**config.mk**
```make
export PLATFORM = sky130hd
export DESIGN_NAME = coin_beam_sensor
export DESIGN_NICKNAME = d
export VERILOG_FILES = /design/src/rtl/coin_beam_sensor.sv
export SDC_FILE = /design/constraint.sdc
export NUM_CORES = 1
export LEC_CHECK = 0
export CORE_ASPECT_RATIO = 1.25
export CORE_UTILIZATION = 50
export CTS_BUF_LIST = sky130_fd_sc_hd__clkbuf_8 sky130_fd_sc_hd__clkbuf_16
export DETAILED_ROUTE_END_ITERATION = 8
export GPL_ROUTABILITY_DRIVEN = 0
export PLACE_DENSITY = 0.79
export SYNTH_ARGS = -nofsm -noshare
export SYNTH_HDL_FRONTEND = slang
export SYNTH_SLANG_ARGS = --single-unit
```
**constraint.sdc**
```tcl
create_clock -name clock -period 2.4 [get_ports clock]
set_input_delay 0.36 -clock clock [delete_from_list [all_inputs] [get_ports clock]]
set_output_delay 0.36 -clock clock [all_outputs]
set_load 0.05 [all_outputs]
```
**src/rtl/coin_beam_sensor.sv**
```systemverilog
// rtl/coin_beam_sensor.sv - coin beam-break synchronizer, debouncer and pending-coin counters
// Debounce qualification is built only when COIN_BEAM_DEBOUNCE_EN is defined.
module coin_beam_sensor #(
  parameter int NUM_CH          = 4,
  parameter int DEBOUNCE_CYCLES = 30000,
  parameter int CNT_W           = 4
) (
  input  logic                      clock,
  input  logic                      reset,
  input  logic [NUM_CH-1:0]         beam_in,
  input  logic                      ack_wr,
  input  logic [NUM_CH-1:0]         ack_mask,
  output logic [NUM_CH-1:0]         pending,
  output logic [NUM_CH*CNT_W-1:0]   count,
  output logic [NUM_CH-1:0]         overflow,
  output logic [NUM_CH-1:0]         led
);

  localparam logic [1:0] ST_CLEAR      = 2'd0;
  localparam logic [1:0] ST_BREAK_QUAL = 2'd1;
  localparam logic [1:0] ST_BROKEN     = 2'd2;
  localparam logic [1:0] ST_CLEAR_QUAL = 2'd3;

  localparam logic [CNT_W-1:0] CNT_MAX = '1;

  if (DEBOUNCE_CYCLES < 1 || DEBOUNCE_CYCLES > 1048575) begin : g_bad_debounce
    $error("coin_beam_sensor: DEBOUNCE_CYCLES out of range");
  end

  logic [NUM_CH-1:0] sync1_q, sync1_d;
  logic [NUM_CH-1:0] sync2_q, sync2_d;
  logic [1:0]        state_q [NUM_CH];
  logic [1:0]        state_d [NUM_CH];
  logic [CNT_W-1:0]  count_q [NUM_CH];
  logic [CNT_W-1:0]  count_d [NUM_CH];
  logic [NUM_CH-1:0] overflow_q, overflow_d;
  logic [NUM_CH-1:0] event_v;
  logic [NUM_CH-1:0] ack_hit;

`ifdef COIN_BEAM_DEBOUNCE_EN
  localparam int              DBC_W    = 20;
  localparam logic [DBC_W-1:0] DBC_LAST = DBC_W'(DEBOUNCE_CYCLES - 1);

  logic [DBC_W-1:0] dbc_q [NUM_CH];
  logic [DBC_W-1:0] dbc_d [NUM_CH];
`endif

  assign sync1_d = beam_in;
  assign sync2_d = sync1_q;
  assign ack_hit = {NUM_CH{ack_wr}} & ack_mask;

  // Debounce FSM: a qualified transition into BROKEN is the only source of coin events.
  always_comb begin
    event_v = '0;
    for (int i = 0; i < NUM_CH; i++) begin
      state_d[i] = state_q[i];
`ifdef COIN_BEAM_DEBOUNCE_EN
      dbc_d[i] = dbc_q[i];
      case (state_q[i])
        ST_CLEAR: begin
          if (!sync2_q[i]) begin
            if (DEBOUNCE_CYCLES == 1) begin
              state_d[i] = ST_BROKEN;
              event_v[i] = 1'b1;
            end else begin
              state_d[i] = ST_BREAK_QUAL;
              dbc_d[i]   = DBC_W'(1);
            end
          end
        end
        ST_BREAK_QUAL: begin
          if (sync2_q[i]) begin
            state_d[i] = ST_CLEAR;
            dbc_d[i]   = '0;
          end else if (dbc_q[i] == DBC_LAST) begin
            state_d[i] = ST_BROKEN;
            event_v[i] = 1'b1;
            dbc_d[i]   = '0;
          end else begin
            dbc_d[i] = dbc_q[i] + DBC_W'(1);
          end
        end
        ST_BROKEN: begin
          if (sync2_q[i]) begin
            if (DEBOUNCE_CYCLES == 1) begin
              state_d[i] = ST_CLEAR;
            end else begin
              state_d[i] = ST_CLEAR_QUAL;
              dbc_d[i]   = DBC_W'(1);
            end
          end
        end
        default: begin
          if (!sync2_q[i]) begin
            state_d[i] = ST_BROKEN;
            dbc_d[i]   = '0;
          end else if (dbc_q[i] == DBC_LAST) begin
            state_d[i] = ST_CLEAR;
            dbc_d[i]   = '0;
          end else begin
            dbc_d[i] = dbc_q[i] + DBC_W'(1);
          end
        end
      endcase
`else
      case (state_q[i])
        ST_CLEAR: begin
          if (!sync2_q[i]) begin
            state_d[i] = ST_BROKEN;
            event_v[i] = 1'b1;
          end
        end
        ST_BROKEN: begin
          if (sync2_q[i]) state_d[i] = ST_CLEAR;
        end
        ST_BREAK_QUAL: state_d[i] = ST_CLEAR;
        default:       state_d[i] = ST_BROKEN;
      endcase
`endif
    end
  end

  // Event and ack on the same edge cancel, which also covers event+ack at zero and at max.
  always_comb begin
    overflow_d = overflow_q;
    for (int i = 0; i < NUM_CH; i++) begin
      count_d[i] = count_q[i];
      if (event_v[i] && !ack_hit[i]) begin
        if (count_q[i] == CNT_MAX) overflow_d[i] = 1'b1;
        else                       count_d[i]    = count_q[i] + CNT_W'(1);
      end else if (ack_hit[i] && !event_v[i] && count_q[i] != '0) begin
        count_d[i] = count_q[i] - CNT_W'(1);
      end
    end
  end

  always_ff @(posedge clock) begin
    if (!reset) begin
      sync1_q    <= '1;
      sync2_q    <= '1;
      overflow_q <= '0;
      for (int i = 0; i < NUM_CH; i++) begin
        state_q[i] <= ST_CLEAR;
        count_q[i] <= '0;
`ifdef COIN_BEAM_DEBOUNCE_EN
        dbc_q[i]   <= '0;
`endif
      end
    end else begin
      sync1_q    <= sync1_d;
      sync2_q    <= sync2_d;
      overflow_q <= overflow_d;
      for (int i = 0; i < NUM_CH; i++) begin
        state_q[i] <= state_d[i];
        count_q[i] <= count_d[i];
`ifdef COIN_BEAM_DEBOUNCE_EN
        dbc_q[i]   <= dbc_d[i];
`endif
      end
    end
  end

  always_comb begin
    count = '0;
    for (int i = 0; i < NUM_CH; i++) begin
      count[i*CNT_W +: CNT_W] = count_q[i];
      pending[i]              = (count_q[i] != '0);
      led[i]                  = (state_q[i] == ST_BROKEN) || (state_q[i] == ST_CLEAR_QUAL);
    end
  end

  assign overflow = overflow_q;

endmodule
```
=== Word level (Yosys, flattened, before mapping) ===
Memories as Yosys holds them, arrays and structs flattened.
Index checks and enable logic that the tools add are counted.

* Memories kept: 2
* Bits in registers: 12
* Output and inout bits: 28
* Logic and storage cells: 119
* Bits of input ports: 11
* Memory bits (writable): 24

* Multiplexer cells: 42
* Equality and inequality tests: 16
* Bitwise gates (word level): 9
* Reductions and logical operators: 36
* Add/sub/neg operators: 8

{| class="wikitable"
|+ Memories
! memory !! depth !! bits a word !! read ports !! clocked after memory_dff !! write ports !! RTL line !! text
|-
| count_q || 4 || 4 || 4 || 0 || 4 || 34 || <nowiki>logic [CNT_W-1:0] count_q [NUM_CH];</nowiki>
|-
| state_q || 4 || 2 || 4 || 0 || 4 || 32 || <nowiki>logic [1:0] state_q [NUM_CH];</nowiki>
|}

{| class="wikitable"
|+ Operator list
! kind !! count
|-
| $mux 4 || 16
|-
| $mux 2 || 12
|-
| $pmux 2 s3 || 4
|-
| $add 4x1->4 const B || 4
|-
| $eq 2x2->1 const B || 8
|-
| $eq 4x4->1 const B || 4
|-
| $reduce_bool 4->1 || 4
|-
| $sub 4x1->4 const B || 4
|-
| $logic_and 1x1->1 || 12
|-
| $mux 1 || 10
|-
| $eq 2x1->1 const B || 4
|-
| $logic_not 1->1 || 8
|-
| $logic_not 2->1 || 4
|-
| $or 1x1->1 || 8
|-
| $reduce_and 2->1 || 4
|-
| $and 4x4->4 || 1
|-
| $logic_or 1x1->1 || 4
|}

=== Longest topological paths before layout ===
Gate-level depths: netlist (run 1).

* Depth after elaboration: 8
* Gate-level depth with buffers: 8

=== Worst setup path after synthesis (run 1) ===
No wires, ideal clock.

* Path kind: register to register
* Start point: memory state_q[2][1]
* End point: memory count_q[2][3] (netlist: count_q[0][11])
* Clock period less this slack: 2.284 ns
* Required time: 2.328 ns
* Data arrival time: 2.212 ns
* Slack: 0.116 ns
* Stages on the path, launching flop included: 9
* Path buffers: 0
* Cells stage by stage: dfxtp_1 > inv_1 > ha_1 > a21bo_1 > ha_1 > a21o_1 > a21oi_1 > mux2i_1 > mux2i_1

{| class="wikitable"
|+ RTL lines
! item !! RTL line
|-
| start, declared || 32
|-
| end, declared || 34
|}

==> run metrics, run 1 <==
outcome=finished clean; Critical Path Source Type=flop; critical path's top delay family=buffers and inverters; DRT antenna net count=0; yosys warns=0; Pint=0.00137 W; Sequential Power Share=0.315; worst r2r src=state_q[1][1]; Critical Path AT=1.86 ns; Cell Pwr Density=1050 nW/um^2; Rel. slew slack=0.638; chip height=68.7 um; post-DP HPWL=2.73 mm; CTS max path bufs=2; asr flop ratio synth=0; Clock Latency Late Sink=0.28 ns; crit end category=output pin; Final Hold Viols=0; Cell Area, Synth=1780 um^2; first-pass GRT wire length=6.07 mm; reg2reg end=count_q[0][7]; number of global-route vias before repair=1343; core area=3310 um^2; Via density=5.30; Setup Skew=0.00401 ns; clk sink count=32; crit path to=pending[1]; max_cap viols=0; worst hold stages=1; gr usage total=0.206; Max Freq=0.450 GHz; Worst Path Required=2.04 ns; CTS buffer count=5; CP Buf/Inv Count=2; DRC Markers=0; CTS tree=yes; most area-consuming cells after synthesis=dfxtp_1 (36%), ha_1 (8.4%), mux2i_1 (6.8%), nor4_4 (4.8%), fa_1 (4.5%); postcts setup bufs=0; Worst Reg-to-Reg Cells=8; post-CTS sizing=0; Post-Syn Nets=199; CP max stage cell=clkdlybuf4s50_1; hold slack=0.411 ns; CP Depth=3; max incr delay on CP=0.73 ns; count leader, synth=dfxtp_1; area leader, netlist=dfxtp_1; I/O pin cnt=39; sequential-to-total area share from yosys stat=0.360; cells along the critical path=nor4_4 -> inv_1 -> clkdlybuf4s50_1; EDFF count, synth=0; total vias in the final route=1358; leakage power=1.06 nW; Final Max Tran Viols=0; Synth Instances=172; Nets=245; Seq cells post-synth=32; H-Tree Depth=2; initial core utilization=0.538; First-pass DRT Iterations=4; Least-Margin Pin Slew=0.541 ns; initial antenna violation count=0; proportion of layout cells with a drive suffix above 1=0.105; Site Rows=23; Area Overhead vs Synth=29.9%; crit path kind=reg2out; RSZ-0062 raised after global routing=no; Logic pwr share=0.514; pin count of the biggest net entering global routing=19; Syn Area/Cell=10.3 um^2; critical path launch point=count_q[0][4]; top-area cell type share of the netlist area=0.360; die area=3800 um^2; number of diodes=0; die span in x=55.4 um; Overflow after GRT=0; maximum VDD drop=0.683 mV; fin crit share=0.926; Reg2Reg Setup Slack=0.36 ns; Root Driver=clkbuf_8; fraction of power spent switching nets=0.434; Tmin final=2.22 ns; worst-path fanout max=6; hold-fix buffers at CTS=0; Netlist cell types=27; PortBufs=38; Net Sw Power=0.00105 W; Hold Path Class=reg2reg; Non-Filler Instances=256; placed cells=248; Avg WL per Cell=13.7 um; clock share of power=0.170; 1st-iter DRT viols=24; Routed WL=3.51 mm; clock-pin slew on the worst setup and hold paths=0.06 ns; Top FF cell, synth=dfxtp_1; final setup violating endpoints=0
==> how the worst min path moves through the flow <==
stage / slack, ns / endpoint / from
finish: 0.41 / sync2_q[3] / sync1_q[3]
global route: 0.43 / sync2_q[2] / sync1_q[2]
CTS: 0.42 / sync2_q[3] / sync1_q[3]
detailed placement: 0.40 / sync2_q[1] / sync1_q[1]
global placement: 0.39 / sync2_q[1] / sync1_q[1]
floorplan: 0.39 / sync2_q[0] / sync1_q[0]
==> cell usage in the layout (no fill, tap or decap), drive strengths merged <==
cell type	instances
nand2	12
nand3b	4
clkbuf	6
xor2	4
a21o	4
a21bo	4
inv	14
a31oi	4
dfxtp	32
fa	4
o22ai	4
and4	4
xnor2	8
a21oi	4
mux2i	12
o211a	4
and2	8
nor2	8
nor2b	8
nand2b	12
ha	12
clkdlybuf4s50	38
nor4	4
buf	5
==> worst register-to-register path, cell delays in order, from the launching register on <==
cell and delay, ns:
dfxtp_1 0.40, inv_1 0.06, ha_1 0.22, a21bo_2 0.26, ha_1 0.25, a21o_1 0.18
a21oi_1 0.17, mux2i_1 0.24, mux2i_1 0.19
==> through the flow <==
stage / instance area, um^2 / TNS [ns] / setup slack [ns] / utilization / power (W)
finish: 2310 / 0 / 0.178 / 0.698 / 0.00242
CTS: 2310 / 0 / 0.157 / 0.698 / 0.00244
floorplan: 1780 / 0 / 0.116 / - / 0.00166
detailed placement: 2220 / -0.0791 / -0.0386 / 0.671 / 0.00202
global route: 2310 / 0 / 0.0844 / 0.698 / 0.00256
global placement: 2220 / 0 / 0.0499 / 0.671 / 0.00197
==> state kept, by name, indices dropped and copies added, names as in the netlist <==
name      flops
overflow      4
state_q       4
sync2_q       4
sync1_q       4
count_q      16
==> final cells by class <==
type / count / area [um^2]
inverters: 12 / 45.0
clock inverters: 2 / 7.51
multi-input cells: 124 / 1070
repair buffers: 43 / 418
fillers: 264 / 998
clock buffers: 6 / 82.6
well taps: 37 / 46.3
flip-flops and latches: 32 / 641
==> power by group through the flow <==
stage	registers [W]	logic (W)	clock network, W
floorplan	0.00102	0.000642	0
global placement	0.000762	0.00121	0
detailed placement	0.000773	0.00125	0
CTS	0.000764	0.00125	0.000424
global route	0.000781	0.00133	0.000450
finish	0.000762	0.00124	0.000412
==> routing by layer <==
metal	part of all wire	wire length, um	vias to the layer above	global-route usage
met1	0.42	1480	643	0.227
met2	0.53	1840	30	0.383
met4	0.016	57	0	0.0813
met5	0	0	-	0
met3	0.035	124	5	0.0560
li1	-	-	680	-
==> cells by family after synthesis <==
kind of cell	Yosys count	share of synthesized area
flip-flops	32	0.360
multiplexers	12	0.0675
buffers and inverters	16	0.0380
XOR/XNOR	12	0.0591
adder cells (fa/ha/maj)	16	0.129
AND/OR/NAND/NOR	60	0.226
AO/OA/AOI/OAI	24	0.120
No activity file was read; power rests on OpenSTA's default activity.
==> run 2, diff against run 1 <==
--- a/config.mk
+++ b/config.mk
@@ -5,12 +5,15 @@
 export SDC_FILE = /design/constraint.sdc
 export NUM_CORES = 1
 export LEC_CHECK = 0
+export CELL_PAD_IN_SITES_DETAIL_PLACEMENT = 0
+export CELL_PAD_IN_SITES_GLOBAL_PLACEMENT = 1
 export CORE_ASPECT_RATIO = 1.25
-export CORE_UTILIZATION = 50
+export CORE_UTILIZATION = 39
 export CTS_BUF_LIST = sky130_fd_sc_hd__clkbuf_8 sky130_fd_sc_hd__clkbuf_16
 export DETAILED_ROUTE_END_ITERATION = 8
 export GPL_ROUTABILITY_DRIVEN = 0
-export PLACE_DENSITY = 0.79
+export PLACE_DENSITY_LB_ADDON = 0.1
+export RECOVER_POWER = 100
 export SYNTH_ARGS = -nofsm -noshare
 export SYNTH_HDL_FRONTEND = slang
 export SYNTH_SLANG_ARGS = --single-unit
==> run 2 against run 1 <==
Net effect:
- the flow now finishes with violations (DRC)
- first-iteration DRC count grew to 2.7 times the previous value
- sequential power is 1% lower
- wire length is 9.6% lower
- die area is 27% higher
- clock-buffer cell count stayed put
- setup slack worse by 0.0037 ns
- core utilization is 17 points lower
- cell area is 0.76% higher
- clock power is 3% higher
- register-to-register slack worse by 0.04 ns
- critical path depth stayed put
- critical path type unchanged
- critical endpoint is now pending[3]
- highest routed layer unchanged
==> run metrics, run 2 (synthesized netlist as in run 1, its figures left out) <==
crit path kind=reg2out; Least-Margin Pin Slew=1.34 ns; Hold Startpoint=sync1_q[0]; pin count of the biggest net entering global routing=37; Root Driver=clkbuf_8; Most flops, register=count_q; max_cap viols=0; TNS Setup=0 ns; Final Max Tran Viols=0; Max Freq=0.449 GHz; Final Hold Viols=0; gr usage total=0.153; Setup Skew=0.00264 ns; Site Rows=27; leakage power=1.12 nW; Rel. slew slack=0.104; maximum VDD drop=0.462 mV; number of diodes=0; cells along the critical path=nor4_4 -> inv_1 -> dlygate4sd3_1; RSZ-0062 raised after global routing=no; Cell Pwr Density=1010 nW/um^2; fin crit share=0.927; worst hold stages=1; die span in x=62.4 um; final setup violating endpoints=0; Worst Path Required=2.04 ns; Reg2Reg Setup Slack=0.32 ns; reg2reg end=count_q[0][3]; max incr delay on CP=0.76 ns; total vias in the final route=1352; post-CTS sizing=0; Non-Filler Instances=276; chip height=77.5 um; post-DP HPWL=2.39 mm; DRC Markers=2; placed cells=268; Area Overhead vs Synth=30.9%; CP max stage cell=dlygate4sd3_1; Worst Reg-to-Reg Cells=8; Tmin final=2.23 ns; Overflow after GRT=0; First-pass DRT Iterations=6; worst r2r src=state_q[0][1]; max FFs per register=16; die area=4840 um^2; DRT antenna net count=0; core area=4390 um^2; I/O pin cnt=39; Hold Path Class=reg2reg; Routed WL=3.17 mm; first-pass GRT wire length=5.85 mm; crit end category=output pin; clock-pin slew on the worst setup and hold paths=0.07 ns; initial core utilization=0.405; CTS tree=yes; postcts setup bufs=0; Critical Path Source Type=flop; most common cell after layout, fill and taps aside=dfxtp_1; proportion of layout cells with a drive suffix above 1=0.101; CTS buffer count=5; hold-fix buffers at CTS=0; worst-path fanout max=6; outcome=complete, but fails checks; PortBufs=38; failing checks=DRC; 1st-iter DRT viols=65; number of global-route vias before repair=1341; Worst Hold End=sync2_q[0]; Avg WL per Cell=11.5 um; initial antenna violation count=0; CTS max path bufs=2; Nets=244; H-Tree Depth=2; Critical Path AT=1.87 ns; commonest non-fill, non-tap cells in the layout=dfxtp_1 (32), dlygate4sd3_1 (28); Clock Latency Late Sink=0.28 ns; clk sink count=32; Via density=4.90
[run 2: cell count changes in the layout (fill, tap and decap cells not counted)]
| cell | previous run | this run |
|---|---|---|
| buf_4 | 5 | 3 |
| clkinv_2 | 0 | 2 |
| and2_0 | 0 | 6 |
| inv_1 | 14 | 12 |
| a21bo_1 | 2 | 3 |
| a21bo_2 | 2 | 1 |
| and2_1 | 8 | 2 |
| dlygate4sd3_1 | 0 | 28 |
| clkdlybuf4s50_1 | 38 | 10 |
| clkbuf_1 | 0 | 1 |
[run 2: per-stage QoR]
stage | instance area (um^2) | worst slack, ns | hold WS (ns) | util | power [W]
after detailed placement | 2240 | 0.0387 | 0.399 | 0.510 | 0.00200
final | 2330 | 0.175 | 0.411 | 0.530 | 0.00236
after global placement | 2240 | 0.0759 | 0.389 | 0.510 | 0.00198
after global routing | 2330 | 0.0584 | 0.431 | 0.530 | 0.00253
after floorplan | 1780 | 0.116 | 0.386 | - | 0.00166
after CTS | 2330 | 0.139 | 0.416 | 0.531 | 0.00245
[run 2: critical path: cells and delay by family (launching register included)]
| kind | cells | cell delay (ns) |
|---|---|---|
| buf+inv | 2 | 0.82 |
| simple gates | 1 | 0.37 |
| flops | 1 | 0.39 |
[run 2: layer usage]
metal | GRT usage | vias up | part of all wire
met4 | 0.0628 | 0 | 0.013
li1 | - | 678 | -
met5 | 0 | - | 0
met3 | 0.0412 | 5 | 0.041
met2 | 0.259 | 25 | 0.50
met1 | 0.180 | 644 | 0.45
[run 2: final cells by class]
type / count / area [um^2]
clock buffers: 6 / 82.6
clock inverters: 2 / 10.0
fillers: 419 / 2060
inverters: 12 / 45.0
multi-input cells: 124 / 1070
flip-flops and latches: 32 / 641
well taps: 58 / 72.6
repair buffers: 42 / 407
[run 2: worst max-delay path by stage]
stage                           endpoint      startpoint  depth (start not counted)
after floorplan           count_q[0][11]   state_q[2][1]                          8
after detailed placement   count_q[0][3]          ack_wr                          8
after global routing          pending[3]  count_q[0][12]                          3
after CTS                     pending[2]   count_q[0][9]                          3
final                         pending[3]  count_q[0][12]                          3
after global placement     count_q[0][3]          ack_wr                          8
[run 2: where the power goes]
| part | internal (W) | switching, W |
|---|---|---|
| clock network | 0.000229 | 0.000195 |
| logic | 0.000482 | 0.000700 |
| registers | 0.000617 | 0.000135 |
==> run 3, diff against run 2 <==
--- a/config.mk
+++ b/config.mk
@@ -8,8 +8,9 @@
 export CELL_PAD_IN_SITES_DETAIL_PLACEMENT = 0
 export CELL_PAD_IN_SITES_GLOBAL_PLACEMENT = 1
 export CORE_ASPECT_RATIO = 1.25
-export CORE_UTILIZATION = 39
-export CTS_BUF_LIST = sky130_fd_sc_hd__clkbuf_8 sky130_fd_sc_hd__clkbuf_16
+export CORE_MARGIN = 2
+export CORE_UTILIZATION = 40
+export CTS_BUF_LIST = sky130_fd_sc_hd__clkbuf_4
 export DETAILED_ROUTE_END_ITERATION = 8
 export GPL_ROUTABILITY_DRIVEN = 0
 export PLACE_DENSITY_LB_ADDON = 0.1
==> run 3 against run 2 <==
Net effect:
- the flow now finishes without violations
- fmax decreased by 2.8%
- combinational power about the same
- worst hold slack improved by 0.0037 ns
- clock power decreased by 26%
- critical path type unchanged
- critical endpoint is now pending[2]
- largest cell class unchanged
- highest routed layer unchanged
==> run metrics, run 3 (synthesized netlist as in run 1, its figures left out) <==
Tmin final=2.29 ns; H-Tree Depth=2; postcts setup bufs=0; Critical Path AT=1.93 ns; TNS Setup=0 ns; clk sink count=32; DRC Markers=0; hold-fix buffers at CTS=0; number of diodes=0; most common cell after layout, fill and taps aside=dfxtp_1; CTS tree=yes; die area=5000 um^2; Most flops, register=count_q; crit end category=output pin; initial antenna violation count=0; Hold Path Class=reg2reg; Routed WL=3.36 mm; First-pass DRT Iterations=4; hold slack=0.414 ns; 1st-iter DRT viols=43; number of global-route vias before repair=1356; final setup violating endpoints=0; post-CTS sizing=0; crit path kind=reg2out; DRT antenna net count=0; Cell Pwr Density=990 nW/um^2; Max Freq=0.437 GHz; gr usage total=0.153; commonest non-fill, non-tap cells in the layout=dfxtp_1 (32), dlygate4sd3_1 (25), clkdlybuf4s50_1 (13); Final Max Tran Viols=0; Rel. slew slack=0.525; pin count of the biggest net entering global routing=19; RSZ-0062 raised after global routing=no; CP Buf/Inv Count=2; CP max stage cell=clkdlybuf4s50_1; smallest setup slack after layout=0.110 ns; chip height=78.6 um; maximum VDD drop=0.476 mV; Fillers=394; PortBufs=38; max FFs per register=16; Root Driver=clkbuf_4; Final Hold Viols=0; CTS buffer count=5; post-DP HPWL=2.55 mm; total vias in the final route=1340; overall power consumption=0.00223 W; core area=4360 um^2; initial core utilization=0.408; Worst Path Required=2.04 ns; cells along the critical path=nor4_4 -> inv_1 -> clkdlybuf4s50_1; proportion of layout cells with a drive suffix above 1=0.0685; clock-pin slew on the worst setup and hold paths=0.10 ns; Site Rows=27; Avg WL per Cell=12.1 um; Area Overhead vs Synth=26.6%; worst-path fanout max=6; Via density=4.84; pre-CTS setup slack=0.0820 ns; Reg area=641 um^2; multi-input logic area=1030 um^2; first-pass GRT wire length=6.15 mm; Overflow after GRT=0; leakage power=1.08 nW; max incr delay on CP=0.71 ns; Least-Margin Pin Slew=0.712 ns; Nets=245; critical path's top delay family=buffers and inverters; max_cap viols=0; Setup Skew=0.00838 ns; I/O pin cnt=39; CTS max path bufs=2; outcome=finished clean; Critical Path Source Type=flop; fin crit share=0.954; Clock Latency Late Sink=0.33 ns; die span in x=63.7 um
## run 3: cell count changes in the layout (fill, tap and decap cells not counted), moves of 2 or more
| cell | previous run | this run |
|---|---|---|
| clkbuf_4 | 0 | 7 |
| clkbuf_8 | 6 | 0 |
| and2_0 | 6 | 1 |
| and2_1 | 2 | 7 |
| clkbuf_1 | 1 | 4 |
| clkdlybuf4s50_1 | 10 | 13 |
| dlygate4sd3_1 | 28 | 25 |
| o22ai_1 | 0 | 3 |
| o22ai_2 | 3 | 0 |
| buf_4 | 3 | 1 |
| clkinv_2 | 2 | 0 |
| nor4_2 | 0 | 2 |
| nor4_4 | 4 | 2 |
## run 3: cell type report
type | count | area share
multi-input combinational | 124 | 0.459
clock inverter | 1 | 0.00167
inverter | 12 | 0.0200
timing repair buffer | 43 | 0.179
clock buffer | 7 | 0.0233
sequential | 32 | 0.284
tap | 58 | 0.0322
## run 3: where the power goes
group	total, W	switching (W)	internal [W]
sequential	0.000745	0.000129	0.000616
clock	0.000315	0.000180	0.000135
combinational	0.00117	0.000696	0.000474
total	0.00223	0.00101	0.00123
## run 3: worst paths after layout
check                     start        endpoint  slack, ns  depth (start not counted)
hold reg to reg      sync1_q[0]      sync2_q[0]       0.41                          1
hold / removal       sync1_q[0]      sync2_q[0]       0.41                          1
setup / recovery  count_q[0][9]      pending[2]       0.11                          3
setup reg to reg  state_q[2][1]  count_q[0][11]       0.33                          8
## run 3: per-layer routing
metal  GRT usage  wire length (um)  vias up
li1            -                 -      680
met1       0.185              1530      626
met2       0.261              1650       30
met3      0.0458               139        4
met4      0.0457                42        0
met5           0                 0        -
## run 3: through the flow
stage	util	std cells	instance area, um^2
global route	0.517	277	2250
floorplan	-	172	1780
CTS	0.529	277	2300
global placement	0.516	269	2250
finish	0.517	277	2250
detailed placement	0.516	269	2250
